## src/rtl/perm_shuffle_ctrl.sv

```systemverilog
// perm_shuffle_ctrl
// Produces a pseudo-random permutation of 0..N-1 and streams it out over a
// valid/ready handshake.
//
// A run goes through four phases:
//   IDLE    : waits for start; seed_load can reseed the LFSR here.
//   INIT    : writes array[k] = k, one entry per cycle.
//   SHUFFLE : one Fisher-Yates swap per cycle, from i = N-1 down to i = 1.
//   STREAM  : presents array[0..N-1] in order.
//
// Ports
//   clk        rising-edge clock
//   reset      synchronous, active-high reset
//   start      begin a new run (ignored unless IDLE)
//   seed_load  load seed into the LFSR (ignored unless IDLE); a zero seed
//              maps to 32'hACE1
//   seed       32-bit LFSR seed
//   busy       high whenever the controller is not IDLE
//   out_valid  out_data carries a permutation entry (STREAM)
//   out_ready  consumer accepts the current entry
//   out_data   permutation entry, W bits
//   out_last   current entry is the one at index N-1
//   done       single-cycle pulse after the last entry is accepted
//
// The LFSR is never reseeded by start, so consecutive runs produce
// different permutations. The swap index j is taken from the top of a 17x16
// product, which assumes N <= 65536.
module perm_shuffle_ctrl #(
  parameter int N = 16,
  localparam int W = ($clog2(N) > 0) ? $clog2(N) : 1
) (
  input  logic         clk,
  input  logic         reset,
  input  logic         start,
  input  logic         seed_load,
  input  logic [31:0]  seed,
  output logic         busy,
  output logic         out_valid,
  input  logic         out_ready,
  output logic [W-1:0] out_data,
  output logic         out_last,
  output logic         done
);

  typedef enum logic [1:0] {
    IDLE    = 2'd0,
    INIT    = 2'd1,
    SHUFFLE = 2'd2,
    STREAM  = 2'd3
  } state_t;

  localparam logic [W-1:0] LAST_IDX     = W'(N - 1);
  localparam logic [31:0]  LFSR_DEFAULT = 32'hACE1;

  state_t       state_reg, state_next;
  logic [31:0]  lfsr_reg, lfsr_next;
  logic [W-1:0] k_reg, k_next;
  logic [W-1:0] i_reg, i_next;
  logic [W-1:0] r_reg, r_next;
  logic         done_reg, done_next;
  logic [W-1:0] array_reg [0:N-1];

  logic         init_wr;
  logic         swap_en;
  logic         lfsr_fb;
  logic [16:0]  i_plus1;
  logic [32:0]  j_prod;
  logic [W-1:0] j;
  logic         unused_prod_bits;

  assign lfsr_fb = lfsr_reg[31] ^ lfsr_reg[21] ^ lfsr_reg[1] ^ lfsr_reg[0];

  // j = floor(lfsr[15:0] * (i+1) / 2^16) always lands in 0..i, giving an
  // unbiased-enough index without a divider.
  assign i_plus1 = 17'(i_reg) + 17'd1;
  assign j_prod  = {17'd0, lfsr_reg[15:0]} * {16'd0, i_plus1};
  assign j       = j_prod[16 +: W];
  assign unused_prod_bits = ^{j_prod[15:0], j_prod[32:16+W]};

  // Next-state and control
  always_comb begin
    state_next = state_reg;
    lfsr_next  = lfsr_reg;
    k_next     = k_reg;
    i_next     = i_reg;
    r_next     = r_reg;
    done_next  = 1'b0;
    init_wr    = 1'b0;
    swap_en    = 1'b0;

    case (state_reg)
      IDLE: begin
        // A seed loaded together with start is already in place when
        // SHUFFLE first reads the LFSR.
        if (seed_load) begin
          lfsr_next = (seed == 32'd0) ? LFSR_DEFAULT : seed;
        end
        if (start) begin
          state_next = INIT;
          k_next     = '0;
        end
      end

      INIT: begin
        init_wr = 1'b1;
        if (k_reg == LAST_IDX) begin
          i_next     = LAST_IDX;
          r_next     = '0;
          // A single-entry permutation has nothing to swap.
          state_next = (N == 1) ? STREAM : SHUFFLE;
        end else begin
          k_next = k_reg + W'(1);
        end
      end

      SHUFFLE: begin
        swap_en   = 1'b1;
        lfsr_next = {lfsr_reg[30:0], lfsr_fb};
        i_next    = i_reg - W'(1);
        if (i_reg == W'(1)) begin
          state_next = STREAM;
          r_next     = '0;
        end
      end

      STREAM: begin
        if (out_ready) begin
          if (r_reg == LAST_IDX) begin
            state_next = IDLE;
            done_next  = 1'b1;
            r_next     = '0;
          end else begin
            r_next = r_reg + W'(1);
          end
        end
      end

      default: begin
        state_next = IDLE;
      end
    endcase
  end

  // Control registers
  always_ff @(posedge clk) begin
    if (reset) begin
      state_reg <= IDLE;
      lfsr_reg  <= LFSR_DEFAULT;
      k_reg     <= '0;
      i_reg     <= '0;
      r_reg     <= '0;
      done_reg  <= 1'b0;
    end else begin
      state_reg <= state_next;
      lfsr_reg  <= lfsr_next;
      k_reg     <= k_next;
      i_reg     <= i_next;
      r_reg     <= r_next;
      done_reg  <= done_next;
    end
  end

  // Permutation storage. A swap writes two entries in one cycle, so this is
  // a register array rather than a RAM. When i == j both branches write the
  // same value, which is the correct no-op swap.
  always_ff @(posedge clk) begin
    for (int k = 0; k < N; k++) begin
      if (reset) begin
        array_reg[k] <= W'(k);
      end else if (init_wr && (k_reg == W'(k))) begin
        array_reg[k] <= W'(k);
      end else if (swap_en && (i_reg == W'(k))) begin
        array_reg[k] <= array_reg[j];
      end else if (swap_en && (j == W'(k))) begin
        array_reg[k] <= array_reg[i_reg];
      end
    end
  end

  assign busy      = (state_reg != IDLE);
  assign out_valid = (state_reg == STREAM);
  assign out_data  = array_reg[r_reg];
  assign out_last  = out_valid && (r_reg == LAST_IDX);
  assign done      = done_reg;

endmodule

```

## config.mk

```make
export PLATFORM = sky130hd
export DESIGN_NAME = perm_shuffle_ctrl
export DESIGN_NICKNAME = d
export VERILOG_FILES = /design/src/rtl/perm_shuffle_ctrl.sv
export SDC_FILE = /design/constraint.sdc
export NUM_CORES = 1
export LEC_CHECK = 0
export CAP_MARGIN = 0
export CORE_MARGIN = 5
export CORE_UTILIZATION = 35
export CTS_CLUSTER_SIZE = 16
export DETAILED_ROUTE_END_ITERATION = 10
export GPL_ROUTABILITY_DRIVEN = 0
export MAX_ROUTING_LAYER = met4
export PLACE_DENSITY = 0.54
export SYNTH_ARGS = -nofsm -noshare
export SYNTH_HDL_FRONTEND = slang
export SYNTH_SLANG_ARGS = --single-unit
```

## constraint.sdc

```tcl
create_clock -name clk -period 6.75 [get_ports clk]
set_input_delay 1.35 -clock clk [delete_from_list [all_inputs] [get_ports clk]]
set_output_delay 1.35 -clock clk [all_outputs]
set_load 0.02 [all_outputs]
```

# Word-level counts from Yosys, hierarchy flattened

Memory sizes are Yosys's and may differ from the RTL's. A register that Yosys moved wholly into a read port is not among the register bits.
Index checks and enable logic that the tools add are counted.

Latch bits: 0
Memories kept: 1
Input bits: 37
Output and inout port bits: 8
Register bits after elaboration: 47
ROM bits: 0
Logic and storage cells: 454
Memory bits (writable): 64

Memories:

| memory    | words | bits a word | rd ports | clocked after Yosys merged registers in | write ports | RTL line | RTL |
|---|---|---|---|---|---|---|---|
| array_reg | 16    | 4           | 3        | 2                                       | 16          | 61       | `logic [W-1:0] array_reg [0:N-1];` |

Order comparisons: 0
Multiplexer cells: 268
$add $sub $neg: 4
Divide/modulo/power cells: 0
Shift operators: 0
Bitwise operators: 53
Equal/unequal tests: 56
$mul: 1
Reduce and logical (&&, ||, !) cells: 65

Operators with widths:

| cell                                                                     | count |
|---|---|
| 4-bit two-way mux                                                        | 59 |
| 1-bit two-way mux                                                        | 197 |
| 4-bit == test (second input constant)                                    | 25 |
| 32-bit two-way mux                                                       | 2 |
| 32-bit case mux with 2 select lines                                      | 1 |
| 1-bit logical AND                                                        | 49 |
| 4-bit by 3-bit == test with 1-bit output (second input constant)         | 12 |
| 1-bit bitwise OR                                                         | 48 |
| 32-bit zero test                                                         | 1 |
| 4-bit by 2-bit == test with 1-bit output (second input constant)         | 6 |
| 16-bit by 5-bit multiplier with 20-bit output                            | 1 |
| 4-bit case mux with 2 select lines                                       | 2 |
| 4-bit by 1-bit == test with 1-bit output (second input constant)         | 3 |
| 4-bit zero test                                                          | 3 |
| 4-bit case mux with 3 select lines                                       | 1 |
| 2-bit two-way mux                                                        | 5 |
| 2-bit inequality test (second input constant)                            | 5 |
| 4-bit by 1-bit adder with 4-bit output (second input constant)           | 2 |
| 2-bit case mux with 4 select lines                                       | 1 |
| 2-bit nonzero test                                                       | 4 |
| 4-bit by 1-bit adder with 5-bit output (second input constant)           | 1 |
| 5-bit AND reduction                                                      | 1 |
| 2-bit == test (second input constant)                                    | 2 |
| 2-bit by 1-bit inequality test with 1-bit output (second input constant) | 2 |
| 10 further kinds                                                         | 14 |

# Longest topological paths before layout

Depth after elaboration: 10
Mapped depth: 24
Mapped depth without buffers: 20

# Least setup slack after synthesis

Ideal clock, no wire load.

Path kind: reg2reg
From: reg i_reg[2]
To: mem array_reg[9][0] (netlist bit) (enable)
Path slack: 0.865 ns
Cell stages (with the launch flop): 23
Required time: 6.443 ns
Clock period less this slack: 5.885 ns
Path buffers: 3
Setup time: 0.307 ns
Arrival: 5.578 ns
Path through: dfxtp_1 -> clkbuf_1 -> nand3_1 -> xor2_1 -> clkbuf_1 -> nor2_1 -> fa_1 -> fa_1 -> inv_1 -> fa_1 -> inv_1 -> ha_1 -> a21o_1 -> a211o_1 -> o22a_1 -> a21o_1 -> a31oi_4 -> o21bai_2 -> xor2_1 -> buf_6 -> or3_4 -> nor4_1 -> or3_1

RTL lines:

| what                   | RTL line | RTL |
|---|---|---|
| from (decl)            | 58       | `logic [W-1:0] i_reg, i_next;` |
| from (signal assigned) | 157      | `i_reg <= i_next;` |
| to (decl)              | 61       |  |

==> out/results.txt <==
largest net degree at the start of global routing: 53
first-pass GRT wire length: 42500 µm
post-cts hold buffer count: 0
I/O pins: 45
post-CTS sizing: 0
Synth area leader: edfxtp_1
Wirelength per Cell: 20.3 µm
Avg Inst Size Synth: 10.2 µm²
DR vias: 7522
Tmin final: 6.11 ns
area occupied by registers: 3020 µm²
area delta synth->final: 14.8%
core area: 26700 µm²
ys flop type: edfxtp_1
WP data required: 6.85 ns
post-synth cell types: 64
share of post-route cells with drive strength above 1: 13.1%
# diodes: 0
Setup violations, final: 0
post-synthesis adder-cell area fraction: 13.8%
gr usage total: 18.1%
P_leak: 4.06 nW
Detailed Route WL: 26600 µm
#FFs+latches synth: 119
I/O Buffers: 44
H-tree levels: 4
reg-to-reg startpoint: i_reg[0]
Synth async-reset ratio: 0%
Syn. warnings: 0
DRC viols: 0
Max Cap Violations: 0
clock latency on the worst-skew pair: 0.42 ns
Crit Reg-Reg Endpoint: array_reg[3][1]
cell depth of the worst flop-to-flop path: 21
footprint of the multi-input gates: 5780 µm²
CTS Sinks: 119
fin. max-slew vios: 0
Rel. slew slack: 7.57%
vias in the first global route: 7532
nets@finish: 1071
mux contribution to synthesized area: 15.5%
crit path launch: i_reg[0]
RSZ-0062 raised after global routing: false
end point of the critical path: array_reg[3][1]
clock slew at reported path FFs: 0.06 ns
Power Dens Cells: 565 nW/µm²
Via density: 5.75
fill count: 2630
crit path max fanout: 23
top area cells in the synthesized netlist: edfxtp_1 20%, dfxtp_1 12%, mux4_2 11%
Clock Tree Buf Depth: 2
min-delay worst type: reg -> reg
initial antenna violation count: 0
sequential fraction of the synthesis area: 32.1%
main combinational cell family by area after synthesis: simple AND/OR/NAND/NOR gates
post-synthesis simple-gate area fraction: 16.5%
total power: 6.11 mW
Starting Density: 35.2%
Routed Antenna Nets: 0
Die Span X: 174 µm
post-DP HPWL: 20200 µm
Fin. Hold Viols: 0
Max IR drop VDD: 0.000432 V
status: completed
Synth Area in Compound Gates: 13.8%
number of flip-flops in the largest register: 64
CTS tree: done
top-area cell type share of the netlist area: 20.4%
clock root buffer: clkbuf_16
cts bufs inserted: 17
number of enable flip-flop cells after synthesis: 64
R2R setup slack: 0.64 ns
Synth Area in XOR/XNOR: 1.48%
Cell Area, Synth: 9420 µm²
Crit. End Element: flop
clk_skew: 0.0113 ns
final worst-path cycle share: 90.5%
startpoint types: flop
WP data arrival: 6.21 ns
Die Span Y: 174 µm
TritonRoute pass-1 iters: 5
pre-CTS setup slack: 0.649 ns
gate count after technology mapping: 926
Setup TNS: 0 ns
die area: 30300 µm²
fmax: 164 MHz
gr ovfl total: 0
number of core rows: 60
syn nets: 1043
initial DRC count: 677
Worst Tran Pin Value: 1.38 ns
Final Worst Setup Slack: 0.639 ns
post-CTS setup buffers: 0
kind of critical path: reg -> reg
==> power breakdown <==
part / leakage, nW / internal, mW / switching, mW
Combinational: 2.78 / 1.64 / 2.48
Clock: 0.278 / 0.522 / 0.385
Sequential: 1.00 / 0.902 / 0.180
Total: 4.06 / 3.06 / 3.04
==> kinds of logic after synthesis <==
family                   count (synthesis)
buffers and inverters                  154
AO/OA/AOI/OAI                          178
AND/OR/NAND/NOR                        303
XOR/XNOR                                15
flip-flops                             119
multiplexers                            77
adder cells (fa/ha/maj)                 80
==> worst max-delay path, stage by stage, from the launching register on <==
cell and delay [ns]:
dfxtp_1 0.48, ha_1 0.29, and3_1 0.38, buf_4 0.24, and2_1 0.16, fa_1 0.43, fa_1 0.49, inv_1 0.05
fa_1 0.47, inv_1 0.04, ha_1 0.31, a21oi_1 0.16, o21ai_0 0.08, a21oi_1 0.18, o21ai_2 0.10, a21oi_1 0.23
xnor2_2 0.16, buf_12 0.22, mux4_1 0.61, mux2i_1 0.14, mux2_2 0.41, a22oi_1 0.16
==> per-stage QoR <==
step | hold slack (ns) | instances | instance area (µm²) | utilization (%)
floorplan | 0.475 | 926 | 9420 | -
global placement | 0.487 | 1276 | 10200 | 38.3
detailed placement | 0.491 | 1276 | 10200 | 38.3
CTS | 0.499 | 1308 | 10800 | 40.4
global route | 0.530 | 1308 | 10800 | 40.4
finish | 0.496 | 1308 | 10800 | 40.4
==> cell usage in the layout (no fill, tap or decap), types with 7 or more instances in the layout <==
master            n
inv_1            96
edfxtp_1         64
nor2_1           62
nand2_1          57
dfxtp_1          55
mux4_2           47
and2_1           47
clkdlybuf4s50_1  43
fa_1             40
ha_1             39
o22ai_1          33
nor3_1           31
a221oi_1         30
nand3_1          27
a22oi_1          26
buf_4            21
nor2b_1          18
clkbuf_16        17
and3_1           15
mux2i_1          15
o21ai_0          14
a21oi_1          11
nor4_1           10
nand4_1           9
a211o_1           9
a31oi_1           8
a211oi_1          8
xor2_1            7
mux2_2            7
inv_6             7
==> per-layer routing <==
layer,up-vias,track usage [%],routed length [µm]
met1,3698,25.0,12200
met2,295,28.2,12400
met4,0,4.22,326
met3,26,2.83,1680
met5,-,-,0
li1,3503,-,-
==> how the worst min path moves through the flow <==
stage / cells past startpoint / start / to / slack, ns
detailed placement: 2 / lfsr_reg[27] / lfsr_reg[27] / 0.49
CTS: 2 / lfsr_reg[27] / lfsr_reg[27] / 0.50
floorplan: 2 / lfsr_reg[19] / lfsr_reg[19] / 0.48
global placement: 2 / lfsr_reg[24] / lfsr_reg[24] / 0.49
global route: 2 / lfsr_reg[25] / lfsr_reg[25] / 0.53
finish: 2 / lfsr_reg[27] / lfsr_reg[27] / 0.50
==> cell usage after synthesis (5+ instances only) <==
| cell | number |
|---|---|
| a22oi_1 | 26 |
| a221oi_1 | 30 |
| a21oi_1 | 11 |
| nand4_1 | 9 |
| a211o_1 | 9 |
| clkbuf_1 | 44 |
| inv_1 | 96 |
| a31oi_1 | 8 |
| nand2_1 | 57 |
| mux2_2 | 7 |
| a211oi_1 | 8 |
| fa_1 | 40 |
| mux2i_1 | 16 |
| edfxtp_1 | 64 |
| or3_1 | 6 |
| mux4_1 | 5 |
| nor3_1 | 31 |
| a2bb2oi_1 | 6 |
| nand3_1 | 27 |
| ha_1 | 40 |
| a21boi_0 | 6 |
| nand2b_1 | 5 |
| o21ai_0 | 14 |
| dfxtp_1 | 55 |
| xor2_1 | 8 |
| and2_1 | 47 |
| mux4_2 | 47 |
| nor2b_1 | 18 |
| xnor2_1 | 6 |
| nor4_1 | 10 |
| nor2_1 | 63 |
| o22ai_1 | 33 |
| and3_1 | 15 |
==> final cells by class <==
type / count / area share (%)
Multi-Input combinational cell: 653 / 53.5
Sequential cell: 119 / 28.0
Timing Repair Buffer: 67 / 5.86
Tap cell: 341 / 3.95
Clock buffer: 17 / 3.94
Inverter: 96 / 3.33
Clock inverter: 15 / 1.45
Note: power is estimated with default switching activity, not from simulation.
